File: src/rtl/io_halfduplex_ctrl.sv
// io_halfduplex_ctrl: direction/turnaround controller for a half-duplex iCE40 pin group.
// Arbitrates one write and one read stream, with guard cycles and read draining on turnaround.
module io_halfduplex_ctrl #(
  parameter int WIDTH       = 8,
  parameter int TURN_CYCLES = 2,
  parameter int IN_LAT      = 2,
  parameter int MAX_BURST   = 16,
  parameter int HOLD_CYCLES = 4
) (
  input  logic             clk,
  input  logic             rst,
  input  logic             wr_valid,
  input  logic [WIDTH-1:0] wr_data,
  output logic             wr_ready,
  input  logic             rd_req,
  output logic             rd_ack,
  output logic             rd_valid,
  output logic [WIDTH-1:0] rd_data,
  output logic             io_oe,
  output logic [WIDTH-1:0] io_dout,
  input  logic [WIDTH-1:0] io_din,
  output logic             dir_tx,
  output logic             busy
);
  typedef enum logic [2:0] {RX, RX_DRAIN, TURN_TX, TX, TURN_RX} state_t;
  localparam int CW = $clog2(MAX_BURST + HOLD_CYCLES + TURN_CYCLES + 2);
  localparam logic [CW-1:0] MAX_C = CW'(MAX_BURST);
  localparam logic [CW-1:0] HOLD_C = CW'(HOLD_CYCLES);
  localparam logic [CW-1:0] TURN_C = CW'(TURN_CYCLES);
  localparam logic [CW-1:0] ONE = CW'(1);
  // The last stage is the rd_valid flop; its data is already captured, so it no longer blocks a turnaround.
  localparam logic [IN_LAT-1:0] EARLY = {IN_LAT{1'b1}} >> 1;
  localparam state_t TO_TX = (TURN_CYCLES == 0) ? TX : TURN_TX;
  localparam state_t TO_RX = (TURN_CYCLES == 0) ? RX : TURN_RX;

  state_t state, nxt;
  logic [CW-1:0] burst, idle, turn;
  logic [IN_LAT-1:0] sr, sr_nxt;
  logic pending, idle_now, leave_rx, leave_tx, turn_done, beat, opp;

  assign pending   = |(sr & EARLY);
  assign idle_now  = !wr_valid && !rd_req;
  assign leave_rx  = wr_valid && (!rd_req || burst >= MAX_C);
  assign leave_tx  = (rd_req && (!wr_valid || burst >= MAX_C)) || (idle_now && idle + ONE >= HOLD_C);
  assign turn_done = turn + ONE >= TURN_C;
  assign sr_nxt    = (sr << 1) | IN_LAT'(rd_ack);
  assign beat      = rd_ack || (wr_valid && wr_ready);
  assign opp       = (state == TX) ? rd_req : wr_valid;
  assign rd_valid  = sr[IN_LAT-1];
  assign dir_tx    = state == TX;
  assign busy      = state != RX || |sr;

  always_comb begin
    nxt      = state;
    wr_ready = 1'b0;
    rd_ack   = 1'b0;
    case (state)
      RX: begin
        rd_ack = rd_req && !leave_rx;
        if (leave_rx) nxt = pending ? RX_DRAIN : TO_TX;
      end
      RX_DRAIN: if (!pending) nxt = TO_TX;
      TURN_TX:  if (turn_done) nxt = TX;
      TX: begin
        wr_ready = !leave_tx;
        if (leave_tx) nxt = TO_RX;
      end
      TURN_RX:  if (turn_done) nxt = RX;
      default:  nxt = RX;
    endcase
  end

  always_ff @(posedge clk) begin
    if (rst) begin
      state   <= RX;
      io_oe   <= 1'b0;
      io_dout <= '0;
      sr      <= '0;
      rd_data <= '0;
      burst   <= '0;
      idle    <= '0;
      turn    <= '0;
    end else begin
      state <= nxt;
      io_oe <= nxt == TX;
      sr    <= sr_nxt;
      if (wr_valid && wr_ready) io_dout <= wr_data;
      if (sr_nxt[IN_LAT-1]) rd_data <= io_din;
      turn  <= (nxt == state && (state == TURN_TX || state == TURN_RX)) ? turn + ONE : '0;
      burst <= (nxt != state) ? '0 : !beat ? burst : !opp ? '0 : (burst >= MAX_C) ? burst : burst + ONE;
      idle  <= (state == TX && nxt == TX && idle_now) ? ((idle >= HOLD_C) ? idle : idle + ONE) : '0;
    end
  end
endmodule

File: config.mk
export PLATFORM = sky130hd
export DESIGN_NAME = io_halfduplex_ctrl
export DESIGN_NICKNAME = d
export VERILOG_FILES = /design/src/rtl/io_halfduplex_ctrl.sv
export SDC_FILE = /design/constraint.sdc
export NUM_CORES = 1
export LEC_CHECK = 0
export BUFFER_PORTS_ARGS = -buffer_cell sky130_fd_sc_hd__buf_4
export CAP_MARGIN = 20
export CORE_MARGIN = 2
export CORE_UTILIZATION = 35
export DETAILED_ROUTE_END_ITERATION = 6
export GPL_TIMING_DRIVEN = 0
export PLACE_DENSITY = 0.69
export SLEW_MARGIN = 15
export SYNTH_ARGS = -nofsm -noshare
export SYNTH_HDL_FRONTEND = slang
export SYNTH_SLANG_ARGS = --single-unit
File: constraint.sdc
create_clock -name clk -period 1.75 [get_ports clk]
set_input_delay 0.0875 -clock clk [delete_from_list [all_inputs] [get_ports clk]]
set_output_delay 0.0875 -clock clk [all_outputs]
set_load 0.02 [all_outputs]
==> results of run 1 <==
## flip-flops by register name (all words and copies together), names as in the netlist
name and flops:
io_dout 8, rd_data 8, burst 5, idle 5, turn 5, state 3, sr 2, io_oe 1
## critical path: stages, from the launching register on
cell     delay [ns]
dfxtp_2        0.35
ha_2           0.20
nor3_1         0.16
a31o_2         0.17
a31oi_4        0.10
buf_4          0.17
a211o_1        0.32
a21oi_1        0.13
## stage by stage
stage | hold WS (ns) | setup WS [ns]
5_1_grt | 0.0250 | 0.00522
6_report | 0.0267 | 0.0885
4_1_cts | 0.0268 | 0.0133
3_3_place_gp | 0.325 | 0.0611
3_5_place_dp | 0.331 | 0.0134
2_1_floorplan | 0.235 | 0.242
## where the power goes
group / leakage, nW / total, mW / internal, mW / switching [mW]
logic: 0.577 / 0.302 / 0.139 / 0.163
registers: 0.302 / 0.898 / 0.873 / 0.0253
clock network: 0.0450 / 0.573 / 0.276 / 0.297
## area by class of cell
type,count,area (µm²),share of cell area (%)
Buffer,6,32.5,1.47
Clock buffer,6,72.6,3.27
Clock inverter,2,10.0,0.451
Inverter,11,41.3,1.86
Multi-Input combinational cell,132,921,41.5
Sequential cell,37,743,33.5
Tap cell,54,67.6,3.05
Timing Repair Buffer,44,330,14.9
## cell families after synthesis
kind of cell             Yosys count
AND/OR/NAND/NOR                   71
flip-flops                        37
AO/OA/AOI/OAI                     34
buffers and inverters             18
multiplexers                      10
XOR/XNOR                           7
adder cells (fa/ha/maj)            6
other                              1
## layout by cell type, fill, tap and decap left out, drive strengths merged, types with 2 or more instances in the layout
cell and count:
a21oi 17, nor2b 2, and4 3, nor3 11, nor4 4, mux2i 10
nand3 12, conb 4, clkinv 2, nor2 15, a211o 2, dfxtp 37
a31oi 4, clkbuf 10, inv 11, buf 46, o21ai 2, nand2 13
xnor2 5, xor2 2, and2 3, ha 6
## metal layers
layer  routed length [µm]  vias to the layer above  global-route usage, %
met5                    0                        -                      0
met1                 1720                      656                   17.8
met2                 1800                       31                   22.4
met3                  169                        2                   5.52
met4                   11                        0                   4.53
li1                     -                      747                      -
## worst paths after layout
| path | to | slack, ns |
|---|---|---|
| hold reg to reg | io_dout[6] | 0.45 |
| hold / removal | rd_data[7] | 0.03 |
| setup reg to reg | state[0] | 0.09 |
| setup / recovery | state[0] | 0.09 |
## repair_timing
item	in CTS	in global routing
buffers inserted	3	1
gates resized for setup	1	14
pin swaps	1	6
setup endpoints to repair	7	18
==> impl_results.md, run 1 <==
* Status: finished, final reports clean
* Top cell type by total area after synthesis: dfxtp_1
* Remaining antenna violation count at 0
* Worst skew pair latency at 0.29 ns
* CTS Hold Bufs at 0
* Slew Limit Fails at 0
* F_max at about 600 MHz
* Largest family of logic cells by synthesized area: simple AND/OR/NAND/NOR gates
* Most common cell in the synthesized netlist: dfxtp_1
* Synth warn at 0
* Sink Count at 37
* Post-synth ARST share at 0%
* Synth Area in Simple Gates at 21.9%
* Worst EP required at 1.97 ns
* Hold_sp: io_din[7]
* Design area at 0.00222 mm²
* CP arrival at 1.88 ns
* Antenna diodes at 0
* CTS tree: done
* H-tree depth at 2
* Yosys top cell area share at 44.5%
* Fin util at 47.6%
* Crit Path Class: flop to flop
* Cells after Synth at 184
* Area contributors post-synth: dfxtp_1 (44%), mux2i_1 (6.0%), a21oi_1 (5.1%)
* WL per Instance at around 13 µm
* Via density at 4.92
* Critical Path End Type: flop
* Fin nets at 263
* EDFF count, synth at 0
* Final critical-path required period at approximately 1.7 ns
* Detailed placement HPWL at approximately 2.5 mm
* R2r worst-path depth at 7
* Initial Utilization at 35.7%
* Largest net degree at the start of global routing at 12
* DRC Markers at 0
* CP startpoint kind: flop
* Area of the core at 0.00466 mm²
* Fillcell total at 434
* Setup TNS Final at 0 ns
* First-pass GRT wire length at 5.89 mm
* Hold Vio Cnt, Final at 0
* RePlAce Congestion at approximately 0.88
* Die area at 0.00533 mm²
* Hold Crit Class: primary input to flop
* Most frequent cells after synthesis: dfxtp_1 (37), a21oi_1 (17), nor2_1 (15)
* Total of max-cap violations at 0
* Compound-gate portion of the synthesized area at 14.7%
* Worst-path fanout max at 4
* Port bufs at 40
* Peak supply drop at approximately 570 µV
* CTS Buf Count at 5
* Clock Pin Slew Worst Setup and Hold Paths at 0.07 ns
* Most used DFF post-synth: dfxtp_1
* Via count at 1436
* Clk_skew at about 0.011 ns
* Initial antenna violation count at 0
* Critical path startpoint: idle[0]
* Total grt overflow at 0
* CTS root buffer: clkbuf_8
* Mux share of post-synthesis cell area at 6.01%
* Die width at 73.0 µm
* Clk buf depth at 2
* Synth Area in XOR/XNOR at 3.68%
* Vias in the first global route at 1363
* Total GRT Usage at 14.2%
* Dpl cell area at 0.00204 mm²
* Row cnt at 25
* Worst r2r src: idle[0]
* Share of cells above drive strength 1 at 29.0%
* Post-synth cell types at 42
* Pleak at 0.924 nW
* Power per cell area at roughly 800 mW/mm²
* Avg Cell Area, Syn at slightly above 9 µm²
* Final period util at 94.9%
* Final std cells w/o fill at 292
* Wirelength, routed at approximately 3.7 mm
* Area delta synth->final at 33.2%
* RSZ-0062 raised after global routing: no
* Drt pass-1 iters at 4
* Synth Register Bits at 37
* Adder-cell share of the synthesized area at 4.51%
* Seq/Total Area, Yosys at between 40% and 50%
* Dpl cells at roughly 280
* DRT iter0 DRCs at approximately 80
* Tot Pwr at about 1.8 mW
* Io pins at 42
* Die Ht at roughly 73 µm
* Setup violators final at 0
* Hold depth at 3
* Cell Area, Synth at 0.00167 mm²
Note: power is estimated with default switching activity, not from simulation.
==> run 2: changes to the inputs <==
==> constraint.sdc (replaced) <==
create_clock -name clk -period 2.05 [get_ports clk]
set_input_delay 0.1025 -clock clk [delete_from_list [all_inputs] [get_ports clk]]
set_output_delay 0.1025 -clock clk [all_outputs]
set_load 0.02 [all_outputs]
==> run 2 against run 1 <==
  * Design area fell by 4.1%
  * Die area did not move
  * Global-route usage fell by 0.17 points
  * Final cell count fell by 1.0%
  * Critical path depth fell by 1
  * Routed wire length fell by 5.4%
  * Worst hold slack improved by 0.015 ns
  * Total power fell by 16%
  * Flip-flop and latch count did not move
  * Sequential power fell by 15%
  * Combinational power fell by 23%
==> impl_results.md, run 2 (same netlist as run 1, synthesis figures left out) <==
* F_max at 530 MHz
* CP startpoint kind: flop
* End of the critical path: wr_ready
* Post-Place Worst Slack at 0.313 ns (+0.300 ns)
* Critical Path End Type: output port
* Clock Pin Slew Worst Setup and Hold Paths at 0.07 ns (about the same)
* Sink Count at 37 (unchanged)
* Setup TNS Final at 0 ns (unchanged)
* Die Ht at 73.0 µm (unchanged)
* Worst-path cell chain: ha_1 -> nor3_1 -> a31o_2 -> a31oi_4 -> nor2_1 -> buf_4
* First-pass GRT wire length at 5.80 mm (-1.4%)
* Remaining antenna violation count at 0 (unchanged)
* Worst r2r src: idle[0]
* CTS tree: done
* Worst-path fanout max at 9 (+5)
* Port bufs at 40 (unchanged)
* Setup violators final at 0 (unchanged)
* Slew Limit Fails at 0 (unchanged)
* Critical path startpoint: idle[0]
* Dpl cells at 281 (unchanged)
* RR Endpoint: burst[2]
* Hold WS at 0.0420 ns (+0.0153 ns)
* Drt pass-1 iters at 4 (unchanged)
* Final critical-path required period at approximately 1.9 ns
* Largest net degree at the start of global routing at 12 (unchanged)
* Status: finished, final reports clean
* Peak supply drop at 484 µV (-16%)
* Initial Utilization at 35.7% (unchanged)
* CTS Buf Count at 5 (unchanged)
* Via count at 1394 (-2.9%)
* Number of setup buffers added after CTS at 0 (-3)
* DRT iter0 DRCs at 46 (-41%)
* Crit. path cell count at 6 (-1)
* Post_cts resized at 0 (-1)
* Crit path max-delay family: compound AO/OA/AOI/OAI gates
* Total grt overflow at 0 (unchanged)
* H-tree depth at 2 (unchanged)
* Leading cell type in the layout, fill and taps excluded: buf_4
* RSZ-0062 raised after global routing: no
* R2R Setup Slk at 0.29 ns (+0.20 ns)
* RePlAce Congestion at 0.882 (unchanged)
* Final period util at 92.0%
* Worst EP required at 1.95 ns (-0.02 ns)
* Final std cells w/o fill at 289 (-1.0%)
* Total of max-cap violations at 0 (unchanged)
* Fin worst setup slack at 0.165 ns (+0.0763 ns)
* WL per Instance at 12.1 µm (-4.4%)
* Antenna diodes at 0 (unchanged)
* Hold Crit Class: primary input to flop
* CP arrival at 1.78 ns (-0.10 ns)
* Slowest CP cell: dfxtp_1
* Clk_skew at 0.0105 ns (-0.000566 ns)
* Most frequent cells in the layout: buf_4 (41), dfxtp_1 (37), a21oi_1 (17)
* Initial antenna violation count at 0 (unchanged)
* Via density at 4.82 (-1.9%)
* Hold Vio Cnt, Final at 0 (unchanged)
* Slew @ Worst Pin at 0.615 ns
* Clk buf depth at 2 (unchanged)
* Fillcell total at 455 (+4.8%)
* Area delta synth->final at 27.7%
* Dpl cell area at 0.00204 mm² (unchanged)
* CTS Hold Bufs at 0 (unchanged)
* Fin nets at 260 (-1.1%)
* Pleak at 0.893 nW (-3.3%)
* Wirelength, routed at 3.50 mm (-5.4%)
* R2r worst-path depth at 6 (-1)
* Die width at 73.0 µm (unchanged)
* Power per cell area at 699 mW/mm² (-13%)
* Vias in the first global route at 1334 (-2.1%)
* Detailed placement HPWL at 2.53 mm (unchanged)
* CTS root buffer: clkbuf_8
* Total GRT Usage at 14.0% (-0.17 points)
* CP peak stage delay at 0.40 ns (+0.05 ns)
* DRC Markers at 0 (unchanged)
* Row cnt at 25 (unchanged)
* Area of the core at 0.00466 mm² (unchanged)
* Design area at 0.00213 mm² (-4.1%)
* Hold_sp: io_din[2]
* Worst skew pair latency at 0.29 ns (about the same)
* Die area at 0.00533 mm² (unchanged)
* Worst slew margin at 59.0%
* Io pins at 42 (unchanged)
* Biggest registers after layout: io_dout (8), rd_data (8)
* CP bufs+invs at 1 (unchanged)
* Crit Path Class: flop to output port
* Share of cells above drive strength 1 at 23.4% (-5.6 points)
run 2: where the power goes:
group	total, mW	internal [mW]	switching [mW]
Sequential	0.765	0.745	0.0205
Combinational	0.233	0.106	0.128
Clock	0.489	0.235	0.254
run 2: per-stage QoR:
step	power (mW)	utilization [%]
finish	1.49	45.6
global route	1.56	45.6
CTS	1.50	45.6
detailed placement	1.02	43.9
global placement	1.01	43.9
floorplan	0.925	-
run 2: final cells by class:
class	count	area [µm²]	area share, %
buffer	7	32.5	1.53
clock buffer	6	72.6	3.41
clock inverter	2	10.0	0.471
inverter	11	41.3	1.94
multi-input combinational	132	862	40.5
sequential	37	741	34.8
tap	54	67.6	3.18
timing repair buffer	40	300	14.1
run 2: worst min path at each step:
stage,end,slack (ns),depth (start not counted)
after detailed placement,rd_data[6],0.35,3
final,rd_data[2],0.04,3
after floorplan,rd_data[5],0.25,2
after global routing,rd_data[4],0.04,3
after CTS,rd_data[6],0.04,3
after global placement,rd_data[6],0.34,3
run 2: routing by layer:
layer | track usage (%) | routed length, µm | vias to the layer above
li1 | - | - | 740
met1 | 17.7 | 1650 | 623
met2 | 21.9 | 1670 | 25
met3 | 5.52 | 148 | 6
met4 | 4.53 | 28 | 0
met5 | 0 | 0 | -
run 2: tightest hold or removal path, stage by stage:
cell and delay [ns]:
buf_4 0.08, mux2i_1 0.05, nor2_1 0.07
==> run 3: changes to the inputs <==
--- a/config.mk
+++ b/config.mk
@@ -10,8 +10,7 @@
 export CORE_MARGIN = 2
 export CORE_UTILIZATION = 35
 export DETAILED_ROUTE_END_ITERATION = 6
-export GPL_TIMING_DRIVEN = 0
-export PLACE_DENSITY = 0.69
+export PLACE_DENSITY = 0.53
 export SLEW_MARGIN = 15
 export SYNTH_ARGS = -nofsm -noshare
 export SYNTH_HDL_FRONTEND = slang
==> run 3 against run 2 <==
  * Clock skew is 0.0049 ns lower
  * Setup slack better by 0.065 ns
  * Utilization hardly changed
  * Flip-flop and latch count stayed put
  * Clock power is 1% higher
  * Design area hardly changed
  * Sequential share of layout area hardly changed
  * Largest cell class unchanged
  * Combinational power is 2% lower
  * Via count is 1.1% higher
  * Total power is 0.26% higher
  * Maximum frequency is 3.6% higher
  * Global-route usage is 0.27 points higher
==> impl_results.md, run 3 (same netlist as run 1, synthesis figures left out) <==
* Status: finished, final reports clean
* WL per Instance at 12.0 µm (-0.77%)
* Initial antenna violation count at 0 (unchanged)
* Share of cells above drive strength 1 at 23.8% (+0.41 points)
* RSZ-0062 raised after global routing: no
* Port bufs at 41 (+2.5%)
* Setup TNS Final at 0 ns (unchanged)
* Peak supply drop at 323 µV (-33%)
* Via density at 4.94 (+2.5%)
* Setup violators final at 0 (unchanged)
* Fillcell total at 467 (+2.6%)
* H-tree depth at 2 (unchanged)
* Hold Crit Class: primary input to flop
* Sink Count at 37 (unchanged)
* CTS root buffer: clkbuf_8
* Crit Path Class: flop to output port
* Hold WS at 0.0555 ns (+0.0135 ns)
* CTS Hold Bufs at 0 (unchanged)
* RePlAce Congestion at 0.764 (-13%)
* CP arrival at 1.72 ns (-0.06 ns)
* Post_cts resized at 0 (unchanged)
* Via count at 1409 (+1.1%)
* CP startpoint kind: flop
* Dpl cells at 278 (-1.1%)
* Pleak at 0.892 nW (about the same)
* Worst skew pair latency at 0.28 ns (about the same)
* Wirelength, routed at 3.42 mm (-2.1%)
* Worst-path fanout max at 9 (unchanged)
* Clock Pin Slew Worst Setup and Hold Paths at 0.07 ns (about the same)
* Worst EP required at 1.95 ns (about the same)
* CP bufs+invs at 1 (unchanged)
* Leading cell type in the layout, fill and taps excluded: buf_4
* Tot Pwr at 1.49 mW (+0.26%)
* Die area at 0.00533 mm² (unchanged)
* Total GRT Usage at 14.3% (+0.27 points)
* Most frequent cells in the layout: buf_4 (44), dfxtp_1 (37), a21oi_1 (17)
* Multi-input gate area at 862 µm² (unchanged)
* CTS Buf Count at 5 (unchanged)
* Drt pass-1 iters at 4 (unchanged)
* Detailed placement HPWL at 2.57 mm (+1.7%)
* Power per cell area at 701 mW/mm² (+0.20%)
* Total of max-cap violations at 0 (unchanged)
* Die width at 73.0 µm (unchanged)
* CP peak stage delay at 0.39 ns (about the same)
* Remaining antenna violation count at 0 (unchanged)
* Area of the core at 0.00466 mm² (unchanged)
* CTS tree: done
* Area delta synth->final at 27.8% (about the same)
* Final period util at 88.8% (-3.2 points)
* DRC Markers at 0 (unchanged)
* F_max at 550 MHz (+3.6%)
* Final std cells w/o fill at 285 (-1.4%)
* Reg area at 741 µm² (unchanged)
* Slowest CP cell: dfxtp_1
* Hold Vio Cnt, Final at 0 (unchanged)
* Total grt overflow at 0 (unchanged)
* Antenna diodes at 0 (unchanged)
* Critical Path End Type: output port
* Clk_skew at 0.00559 ns (-0.00495 ns)
* Worst-path cell chain: ha_1 -> nor3_1 -> a31o_2 -> a31oi_4 -> nor2_1 -> buf_4
* Final critical-path required period at 1.82 ns (-0.0654 ns)
* Die Ht at 73.0 µm (unchanged)
* Number of setup buffers added after CTS at 0 (unchanged)
* Clk buf depth at 2 (unchanged)
* Initial Utilization at 35.7% (unchanged)
* Row cnt at 25 (unchanged)
* First-pass GRT wire length at 5.94 mm (+2.4%)
* Biggest registers after layout: io_dout (8), rd_data (8)
* Fin nets at 257 (-1.2%)
* Vias in the first global route at 1309 (-1.9%)
* Largest net degree at the start of global routing at 24 (+12)
* Crit path max-delay family: compound AO/OA/AOI/OAI gates
* Io pins at 42 (unchanged)
* DRT iter0 DRCs at 55 (+20%)
* Slew Limit Fails at 0 (unchanged)
[run 3: per-layer routing]
metal | vias to the layer above | track usage, % | part of all wire (%)
met5 | - | 0 | 0
met4 | 0 | 4.94 | 1.5
met3 | 5 | 4.97 | 5.3
met2 | 28 | 21.8 | 46
met1 | 641 | 18.8 | 47
li1 | 735 | - | -
[run 3: final timing paths]
path                    from          to  slack [ns]  cells past startpoint
setup / recovery     idle[0]    wr_ready        0.23                      6
hold / removal     io_din[3]  rd_data[3]        0.06                      3
setup reg to reg    state[0]    burst[0]        0.36                      5
hold reg to reg   io_dout[0]  io_dout[0]        0.45                      2
[run 3: tightest hold or removal path, cell delays in order]
cell and delay (ns):
buf_4 0.08, mux2i_1 0.05, nor2_1 0.07
[run 3: area by class of cell]
type / instances / share of cell area (%)
inverter: 11 / 1.94
tap: 54 / 3.17
clock buffer: 7 / 4.06
timing repair buffer: 44 / 15.5
multi-input combinational: 132 / 40.5
sequential: 37 / 34.8
[run 3: through the flow]
step / setup slack, ns / instance area (µm²) / util [%]
floorplan: 0.542 / 1680 / -
global placement: 0.385 / 2040 / 43.8
detailed placement: 0.382 / 2040 / 43.8
CTS: 0.213 / 2130 / 45.7
global route: 0.119 / 2130 / 45.7
finish: 0.230 / 2130 / 45.7
[run 3: power breakdown]
part | leakage, nW | switching, mW | internal, mW
logic | 0.547 | 0.122 | 0.106
registers | 0.301 | 0.0223 | 0.745
clock network | 0.0443 | 0.229 | 0.266
total | 0.892 | 0.373 | 1.12
